--- config.mk ---
export PLATFORM = sky130hd
export DESIGN_NAME = memlcd_frame_sequencer
export DESIGN_NICKNAME = d
export VERILOG_FILES = /design/src/rtl/memlcd_pkg.sv /design/src/rtl/memlcd_tick_gen.sv /design/src/rtl/memlcd_frame_sequencer.sv
export SDC_FILE = /design/constraint.sdc
export NUM_CORES = 1
export LEC_CHECK = 0
export ABC_AREA = 0
export BUFFER_PORTS_ARGS = -buffer_cell sky130_fd_sc_hd__buf_4
export CAP_MARGIN = 20
export CELL_PAD_IN_SITES_DETAIL_PLACEMENT = 1
export CELL_PAD_IN_SITES_GLOBAL_PLACEMENT = 1
export CORE_ASPECT_RATIO = 1.5
export CORE_MARGIN = 3
export CORE_UTILIZATION = 38
export DETAILED_ROUTE_END_ITERATION = 6
export GPL_TIMING_DRIVEN = 0
export PLACE_DENSITY_LB_ADDON = 0.1
export SLEW_MARGIN = 20
export SYNTH_ARGS = -nofsm -noshare
export SYNTH_HDL_FRONTEND = slang
export SYNTH_SLANG_ARGS = --single-unit
--- constraint.sdc ---
create_clock -name i_clk -period 1.6 [get_ports i_clk]
set_input_delay 0.08 -clock i_clk [delete_from_list [all_inputs] [get_ports i_clk]]
set_output_delay 0.08 -clock i_clk [all_outputs]
set_load 0.02 [all_outputs]
--- src/rtl/memlcd_pkg.sv ---
// Shared types and default timing for the colour memory-LCD frame sequencer.
package memlcd_pkg;

    typedef enum logic [2:0] {
        IDLE,
        SETUP,
        GSP,
        BSP,
        DATA,
        GEN,
        TAIL
    } state_t;

    localparam int unsigned RGB_W         = 6;
    localparam int unsigned DEF_H_WORDS   = 88;
    localparam int unsigned DEF_V_LINES   = 176;
    localparam int unsigned DEF_CLK_DIV   = 50;
    localparam int unsigned DEF_GEN_TICKS = 2;

    // Counter width for a count that ranges over 0..n-1 (at least one bit).
    function automatic int unsigned cnt_w(input int unsigned n);
        return (n > 1) ? $clog2(n) : 1;
    endfunction

endpackage

--- src/rtl/memlcd_tick_gen.sv ---
// Timing-tick prescaler: one tick every CLK_DIV enabled cycles.
module memlcd_tick_gen
    import memlcd_pkg::*;
#(
    parameter int unsigned CLK_DIV = DEF_CLK_DIV
) (
    input  logic i_clk,
    input  logic i_reset,
    input  logic i_en,
    input  logic i_clr,
    output logic o_tick_c
);

    localparam int unsigned CW = cnt_w(CLK_DIV);

    logic [CW-1:0] count;

    always_ff @(posedge i_clk) begin
        if (i_reset || i_clr) begin
            count <= '0;
        end else if (i_en) begin
            count <= (count == CW'(CLK_DIV - 1)) ? '0 : count + CW'(1);
        end
    end

    assign o_tick_c = i_en && (count == CW'(CLK_DIV - 1));

endmodule

--- src/rtl/memlcd_frame_sequencer.sv ---
// One full panel refresh: drains the pixel FIFO and drives the memory-LCD timing pins.
module memlcd_frame_sequencer
    import memlcd_pkg::*;
#(
    parameter int unsigned H_WORDS   = DEF_H_WORDS,
    parameter int unsigned V_LINES   = DEF_V_LINES,
    parameter int unsigned CLK_DIV   = DEF_CLK_DIV,
    parameter int unsigned GEN_TICKS = DEF_GEN_TICKS
) (
    input  logic             i_clk,
    input  logic             i_reset,
    input  logic             i_start,
    input  logic [RGB_W-1:0] i_fifo_data,
    input  logic             i_fifo_empty,
    output logic             o_fifo_rd,
    output logic             o_intb,
    output logic             o_gsp,
    output logic             o_gck,
    output logic             o_gen,
    output logic             o_bsp,
    output logic             o_bck,
    output logic [RGB_W-1:0] o_rgb,
    output logic             o_busy,
    output logic             o_frame_done,
    output logic             o_underrun
);

    localparam int unsigned LW = cnt_w(V_LINES);
    localparam int unsigned WW = cnt_w(H_WORDS);
    localparam int unsigned GW = cnt_w(GEN_TICKS);

    state_t           state, state_d;
    logic [LW-1:0]    line, line_d;
    logic [WW-1:0]    word, word_d;
    logic [GW-1:0]    gen_cnt, gen_cnt_d;
    logic [RGB_W-1:0] rgb_d;
    logic             rd_d, intb_d, gsp_d, gck_d, gen_d, bsp_d, bck_d;
    logic             busy_d, done_d, underrun_d;
    logic             tick;

    memlcd_tick_gen #(
        .CLK_DIV (CLK_DIV)
    ) u_tick_gen (
        .i_clk    (i_clk),
        .i_reset  (i_reset),
        .i_en     (state != IDLE),
        .i_clr    (state == IDLE),
        .o_tick_c (tick)
    );

    // State and registered pins.
    always_ff @(posedge i_clk) begin
        if (i_reset) begin
            state        <= IDLE;
            line         <= '0;
            word         <= '0;
            gen_cnt      <= '0;
            o_rgb        <= '0;
            o_fifo_rd    <= 1'b0;
            o_intb       <= 1'b0;
            o_gsp        <= 1'b0;
            o_gck        <= 1'b0;
            o_gen        <= 1'b0;
            o_bsp        <= 1'b0;
            o_bck        <= 1'b0;
            o_busy       <= 1'b0;
            o_frame_done <= 1'b0;
            o_underrun   <= 1'b0;
        end else begin
            state        <= state_d;
            line         <= line_d;
            word         <= word_d;
            gen_cnt      <= gen_cnt_d;
            o_rgb        <= rgb_d;
            o_fifo_rd    <= rd_d;
            o_intb       <= intb_d;
            o_gsp        <= gsp_d;
            o_gck        <= gck_d;
            o_gen        <= gen_d;
            o_bsp        <= bsp_d;
            o_bck        <= bck_d;
            o_busy       <= busy_d;
            o_frame_done <= done_d;
            o_underrun   <= underrun_d;
        end
    end

    // Next-state and next-pin logic; everything except start acceptance moves on a tick.
    always_comb begin
        state_d    = state;
        line_d     = line;
        word_d     = word;
        gen_cnt_d  = gen_cnt;
        rgb_d      = o_rgb;
        rd_d       = 1'b0;
        intb_d     = o_intb;
        gsp_d      = o_gsp;
        gck_d      = o_gck;
        gen_d      = o_gen;
        bsp_d      = o_bsp;
        bck_d      = o_bck;
        busy_d     = o_busy;
        done_d     = 1'b0;
        underrun_d = o_underrun;

        unique case (state)
            IDLE: begin
                if (i_start) begin
                    state_d    = SETUP;
                    busy_d     = 1'b1;
                    intb_d     = 1'b1;
                    underrun_d = 1'b0;
                end
            end
            SETUP: begin
                if (tick) begin
                    state_d = GSP;
                    gsp_d   = 1'b1;
                end
            end
            GSP: begin
                if (tick) begin
                    gsp_d   = 1'b0;
                    gck_d   = ~o_gck;
                    line_d  = '0;
                    bsp_d   = 1'b1;
                    state_d = BSP;
                end
            end
            BSP: begin
                if (tick) begin
                    bsp_d   = 1'b0;
                    word_d  = '0;
                    state_d = DATA;
                end
            end
            DATA: begin
                if (tick) begin
                    if (!i_fifo_empty) begin
                        rgb_d = i_fifo_data;
                        bck_d = ~o_bck;
                        rd_d  = 1'b1;
                        if (word == WW'(H_WORDS - 1)) begin
                            gen_d     = 1'b1;
                            gen_cnt_d = '0;
                            state_d   = GEN;
                        end else begin
                            word_d = word + WW'(1);
                        end
                    end else begin
                        underrun_d = 1'b1;
                    end
                end
            end
            GEN: begin
                if (tick) begin
                    if (gen_cnt == GW'(GEN_TICKS - 1)) begin
                        gen_d = 1'b0;
                        gck_d = ~o_gck;
                        if (line == LW'(V_LINES - 1)) begin
                            state_d = TAIL;
                        end else begin
                            line_d  = line + LW'(1);
                            bsp_d   = 1'b1;
                            state_d = BSP;
                        end
                    end else begin
                        gen_cnt_d = gen_cnt + GW'(1);
                    end
                end
            end
            TAIL: begin
                if (tick) begin
                    intb_d  = 1'b0;
                    gck_d   = 1'b0;
                    busy_d  = 1'b0;
                    done_d  = 1'b1;
                    state_d = IDLE;
                end
            end
            default: state_d = IDLE;
        endcase
    end

endmodule

==> results of run 1 <==
==> stage by stage <==
stage	instance area [um2]	setup slack [ns]	total power [W]	hold WS, ns	setup TNS [ns]
global route	2750	-0.129	0.00190	0.0329	-1.22
global placement	2220	-0.407	0.00114	0.309	-7.14
CTS	2530	-0.0179	0.00185	0.0138	-0.0384
floorplan	1950	0.00734	0.00109	0.224	0
detailed placement	2220	-0.432	0.00114	0.325	-7.79
finish	2750	-0.0314	0.00181	0.0178	-0.0918
==> critical path, cell delays in order (launching register included) <==
cell,delay [ns]
dfxtp_1,0.37
nand4b_1,0.23
buf_4,0.18
o21ai_4,0.06
buf_12,0.15
a2111oi_4,0.32
xnor2_1,0.16
nor2_1,0.05
==> cell type report <==
type | count | area [um2] | share of cell area (%)
multi-input cells | 167 | 1310 | 47.6
flip-flops and latches | 40 | 837 | 30.4
repair buffers | 45 | 372 | 13.5
clock buffers | 8 | 90.1 | 3.27
well taps | 66 | 82.6 | 3.00
plain buffers | 7 | 42.5 | 1.55
inverters | 5 | 18.8 | 0.682
==> path summary, 6_finish.rpt <==
check,start,end
setup reg to reg,word[5]$_SDFFE_PP0P_,word[5]$_SDFFE_PP0P_
hold / removal,i_fifo_data[1],o_rgb[1]$_SDFFE_PP0P_
setup / recovery,word[5]$_SDFFE_PP0P_,word[5]$_SDFFE_PP0P_
hold reg to reg,o_bsp$_SDFFE_PP0P_,o_bsp$_SDFFE_PP0P_
==> cells by family (layout without fill, tap and decap cells) <==
| family | after synthesis | after routing |
|---|---|---|
| AND/OR/NAND/NOR | 99 | 99 |
| flip-flops | 40 | 40 |
| AO/OA/AOI/OAI | 37 | 37 |
| XOR/XNOR | 17 | 17 |
| buffers and inverters | 17 | 65 |
| multiplexers | 9 | 9 |
| adder cells (fa/ha/maj) | 5 | 5 |
==> layer usage <==
metal | up-vias | GRT usage (%) | part of all wire [%]
met5 | - | 0 | 0
met4 | 0 | 6.17 | 3.0
met3 | 13 | 3.37 | 3.3
met2 | 34 | 31.6 | 52
met1 | 887 | 21.5 | 41
li1 | 872 | - | -
==> registers in the layout, indices dropped and copies added, names as in the netlist, 3 cells and up <==
register and flops:
word 7, u_tick_gen.count 6, line 8, state 3, o_rgb 6
==> synth_stat cells, types with 2 or more instances <==
cell	number
a2111oi_2	3
a211oi_1	4
a21oi_1	10
a31oi_1	2
and2_1	2
buf_4	2
clkbuf_1	9
dfxtp_1	40
ha_1	4
inv_1	5
mux2_2	2
mux2i_1	7
nand2_1	12
nand2b_1	3
nand3_1	11
nand4_1	4
nand4b_1	2
nor2_1	39
nor2b_1	5
nor3_1	7
nor4_1	3
o211ai_1	2
o21ai_0	10
or3_1	2
xnor2_1	14
xor2_1	3
==> cell usage in the layout (no fill, tap or decap), drive strengths merged, types with 5 or more instances in the layout <==
| master | Yosys | final |
|---|---|---|
| clkbuf | 9 | 13 |
| buf | 3 | 47 |
| dfxtp | 40 | 40 |
| o21ai | 11 | 11 |
| nor3 | 8 | 8 |
| nand3 | 11 | 11 |
| xnor2 | 14 | 14 |
| mux2i | 7 | 7 |
| a21oi | 10 | 10 |
| nor2b | 5 | 5 |
| nor2 | 39 | 39 |
| nand2 | 12 | 12 |
| inv | 5 | 5 |
==> repair_timing <==
| action | CTS | global route |
|---|---|---|
| setup endpoints to repair | 39 | 30 |
| endpoints found under the hold margin | 0 | 0 |
| gates cloned | 0 | 2 |
| buffers inserted | 8 | 10 |
| gates resized for setup | 44 | 35 |
| pin swaps | 13 | 14 |
| hold buffers | 0 | 0 |
==> power breakdown <==
group	total [W]	leakage, nW	internal [W]	switching (W)
clock	0.000689	0.0455	0.000352	0.000337
combinational	0.000120	0.602	0.0000564	0.0000635
sequential	0.00100	0.332	0.000989	0.0000122
==> impl_metrics.env, run 1 <==
export IMPL_status="finished, violations left"
export IMPL_violations="negative setup slack"
export IMPL_fin_ws_ns=-0.0314
export IMPL_tritoncts="yes"
export IMPL_grt_pass1_vias=1797
export IMPL_cts_buffer_depth=2
export IMPL_synth_seq_cells=40
export IMPL_synthSimpleGateAreaFrac_pct=26.5
export IMPL_reg2reg_slack_ns=-0.03
export IMPL_die_h_um=93.6
export IMPL_yosysWarnings=0
export IMPL_worstSkewPairLatency_ns=0.29
export IMPL_syn_inst=224
export IMPL_gp_congestion=0.768
export IMPL_grt_max_degree=12
export IMPL_die_w_um=64.4
export IMPL_period_needed_ns=1.63
export IMPL_routed_via_count=1806
export IMPL_synth_area_per_cell_um2=8.67
export IMPL_die_area_um2=6030
export IMPL_nets=285
export IMPL_ff2ff_path_depth=7
export IMPL_muxShareOfSynthArea_pct=4.76
export IMPL_syn2layout_area_growth_pct=41.6
export IMPL_ys_seq_area_share_pct=41.2
export IMPL_rsz0062_at_grt="true"
export IMPL_drive_gt1_share_pct=39.0
export IMPL_cts_buffers=5
export IMPL_cts_sinks=40
export IMPL_routed_wl_um=5410
export IMPL_viasPerCell=5.34
export IMPL_fin_skew_ns=0.00177
export IMPL_pin_count=26
export IMPL_p_leak_nw=0.979
export IMPL_crit_fanout=6
export IMPL_synth_adder_area_share_pct=3.09
export IMPL_crit_type="reg -> reg"
export IMPL_antenna_found_initial=0
export IMPL_fillers=580
export IMPL_period_share_pct=102
export IMPL_vdd_drop_max_v=0.000459
export IMPL_maxSlewHeadroom_pct=64.8
export IMPL_place_hpwl_um=3440
export IMPL_first_iter_violations=53
export IMPL_synth_compound_area_share_pct=13.0
export IMPL_synth_edf_count=0
export IMPL_core_area_um2=4890
export IMPL_row_count=31
export IMPL_drv_slew=0
export IMPL_drc_errors=0
export IMPL_timing_fmax_mhz=613
export IMPL_track_usage_pct=17.9
export IMPL_syn_cell_area_um2=1940
export IMPL_grt_overflow=0
export IMPL_synth_top_area_share_pct=41.2
export IMPL_synth_xor_xnor_area_share_pct=7.66
export IMPL_setup_worst_path_end_class="flop"
export IMPL_grt_pass1_wl_um=8560
export IMPL_tightest_slew_ns=0.528
export IMPL_root_buffer="clkbuf_8"
export IMPL_ys_types=43
export IMPL_synthFlopType="dfxtp_1"
export IMPL_finalNonFillerCells=338
export IMPL_synth_top_family_by_area="simple AND/OR/NAND/NOR gates"
export IMPL_cts_max_level=2
export IMPL_floorplan_initialDensity_pct=39.8
export IMPL_yosys_area_top_type="dfxtp_1"
export IMPL_required_ns=1.78
export IMPL_setup_viol=4
export IMPL_wl_per_cell_um=16.0
export IMPL_clk_pin_slew_ns=0.07
export IMPL_utilization_pct=56.3
export IMPL_crit_path_start_kind="flop"
export IMPL_async_flop_share_pct=0
export IMPL_maxCapViolCount=0
export IMPL_numPortBuffers=25
export IMPL_hold_path_class="in -> reg"
export IMPL_diodes=0
export IMPL_worstPathArrival_ns=1.81
export IMPL_syn_num_nets=238
export IMPL_antenna_left=0
export IMPL_ys_top_cells_by_area="dfxtp_1 (41%), nor2_1 (7.5%), xnor2_1 (6.3%)"
export IMPL_drt_first_pass_iters=4
export IMPL_p_per_area_nw_per_um2=658
export IMPL_finalHoldViolCount=0
export IMPL_placedCellCount=315
export IMPL_worstHoldPathCells=3
Note: power is estimated with default switching activity, not from simulation.
==> inputs of run 2 (changes only) <==
--- a/config.mk
+++ b/config.mk
@@ -13,6 +13,7 @@
 export CORE_ASPECT_RATIO = 1.5
 export CORE_MARGIN = 3
 export CORE_UTILIZATION = 38
+export CTS_BUF_LIST = sky130_fd_sc_hd__clkbuf_16
 export DETAILED_ROUTE_END_ITERATION = 6
 export GPL_TIMING_DRIVEN = 0
 export PLACE_DENSITY_LB_ADDON = 0.1
==> run 2 against run 1 <==
The flow still finishes with violations (negative setup slack); sequential share of layout area decreased by 0.45 points; hold slack improved by 0.014 ns; critical path depth decreased by 2; non-clock buffer count fell by 3; total power is 14% higher; clock skew grew 0.0011 ns; highest routed layer unchanged; fmax about the same; sequential power hardly changed; flip-flop and latch count is the same.
==> impl_metrics.env, run 2 (same netlist as run 1, synthesis figures left out) <==
export IMPL_syn2layout_area_growth_pct=41.8
export IMPL_fin_skew_ns=0.00286
export IMPL_drt_first_pass_iters=4
export IMPL_die_area_um2=6030
export IMPL_period_share_pct=102
export IMPL_clk_pin_slew_ns=0.06
export IMPL_cts_buffer_depth=2
export IMPL_required_ns=1.76
export IMPL_antenna_found_initial=0
export IMPL_worstPathArrival_ns=1.79
export IMPL_critical_path_max_stage_delay_ns=0.38
export IMPL_setup_worst_path_end_class="flop"
export IMPL_cts_buffers=5
export IMPL_crit_path_start_kind="flop"
export IMPL_die_w_um=64.4
export IMPL_critPathSlowestCell="a2111oi_4"
export IMPL_hold_ws_ns=0.0317
export IMPL_finalHoldViolCount=0
export IMPL_crit_fanout=7
export IMPL_routed_via_count=1800
export IMPL_reg_top3="line x8, word x7"
export IMPL_maxSlewHeadroom_pct=66.1
export IMPL_largest_register_ffs=8
export IMPL_drive_gt1_share_pct=40.5
export IMPL_crit_type="reg -> reg"
export IMPL_drv_slew=0
export IMPL_period_needed_ns=1.63
export IMPL_tritoncts="yes"
export IMPL_antenna_left=0
export IMPL_cp_cell_sequence="nand2b_2, or2_4, a2111oi_4, xnor2_1, nor2_1"
export IMPL_routed_wl_um=5250
export IMPL_hold_path_class="in -> reg"
export IMPL_core_area_um2=4890
export IMPL_status="finished, violations left"
export IMPL_cts_max_level=2
export IMPL_diodes=0
export IMPL_grt_pass1_wl_um=8670
export IMPL_nets=282
export IMPL_p_per_area_nw_per_um2=749
export IMPL_root_buffer="clkbuf_16"
export IMPL_timing_fmax_mhz=613
export IMPL_grt_pass1_vias=1855
export IMPL_drc_errors=0
export IMPL_regMostFlops="line"
export IMPL_maxCapViolCount=0
export IMPL_rsz0062_at_grt="true"
export IMPL_row_count=31
export IMPL_viasPerCell=5.37
export IMPL_place_hpwl_um=3440
export IMPL_vdd_drop_max_v=0.000480
export IMPL_gp_congestion=0.768
export IMPL_cts_sinks=40
export IMPL_wl_per_cell_um=15.7
export IMPL_track_usage_pct=18.2
export IMPL_final_cell_mix="buf_4 (40), nor2_1 (35), dfxtp_1 (26)"
export IMPL_layout_commonest_cell="buf_4"
export IMPL_setup_viol=4
export IMPL_violations="negative setup slack"
export IMPL_tightest_slew_ns=0.509
export IMPL_grt_max_degree=12
export IMPL_fin_ws_ns=-0.0305
export IMPL_die_h_um=93.6
export IMPL_floorplan_initialDensity_pct=39.8
export IMPL_worstSkewPairLatency_ns=0.28
export IMPL_first_iter_violations=41
export IMPL_dpl_worst_slack_ns=-0.432
export IMPL_pin_count=26
export IMPL_grt_overflow=0
export IMPL_p_leak_nw=0.996
export IMPL_numPortBuffers=25
-- run 2: what timing repair did --
| action | 4_1_cts | 5_1_grt |
|---|---|---|
| endpoints found under the setup margin | 39 | 31 |
| resized for setup | 43 | 39 |
| pin swaps | 15 | 12 |
| cloned | 0 | 1 |
| buffers inserted | 11 | 4 |
| hold buffers | 0 | 0 |
-- run 2: layer usage --
metal	share of wire [%]	global-route usage (%)	wire length, um	up-vias
met1	41	21.3	2130	887
met5	0	0	0	-
li1	-	-	-	874
met3	3.5	3.49	185	8
met4	2.1	6.88	112	0
met2	54	32.3	2820	31
-- run 2: worst paths after layout --
path | start | end | slack [ns] | depth (start not counted)
setup reg to reg | state[2]$_SDFFE_PP0P_ | word[4]$_SDFFE_PP0P_ | -0.03 | 5
hold / removal | i_fifo_data[2] | o_rgb[2]$_SDFFE_PP0P_ | 0.03 | 3
hold reg to reg | o_gck$_SDFFE_PP0P_ | o_gck$_SDFFE_PP0P_ | 0.47 | 1
setup / recovery | state[2]$_SDFFE_PP0P_ | word[4]$_SDFFE_PP0P_ | -0.03 | 5
-- run 2: report_power, final --
group	switching (W)	internal [W]	total (W)
clock network	0.000368	0.000560	0.000929
registers	0.00000618	0.000998	0.00100
logic	0.0000721	0.0000598	0.000132
-- run 2: critical path: cells and delay by family, from the launching register on --
kind,cells,cell delay [ns]
AND/OR/NAND/NOR,3,0.61
XOR/XNOR,1,0.15
flip-flops,1,0.37
AO/OA/AOI/OAI,1,0.38
-- run 2: through the flow --
| stage | TNS (ns) | utilization [%] | cells | power (W) | instance area [um2] |
|---|---|---|---|---|---|
| 3_5_place_dp | -7.79 | 45.3 | 315 | 0.00114 | 2220 |
| 3_3_place_gp | -7.14 | 45.3 | 315 | 0.00114 | 2220 |
| 4_1_cts | -0.162 | 52.9 | 331 | 0.00210 | 2580 |
| 5_1_grt | -1.19 | 56.4 | 335 | 0.00215 | 2760 |
| 2_1_floorplan | 0 | - | 224 | 0.00109 | 1950 |
| 6_report | -0.109 | 56.4 | 335 | 0.00206 | 2760 |
-- run 2: layout make-up --
class / count / area [um2]
clock buffer: 5 / 125
multi-input combinational: 167 / 1320
clock inverter: 3 / 11.3
fill: 569 / 2130
sequential: 40 / 826
buffer: 8 / 57.6
tap: 66 / 82.6
inverter: 5 / 22.5
timing repair buffer: 41 / 309
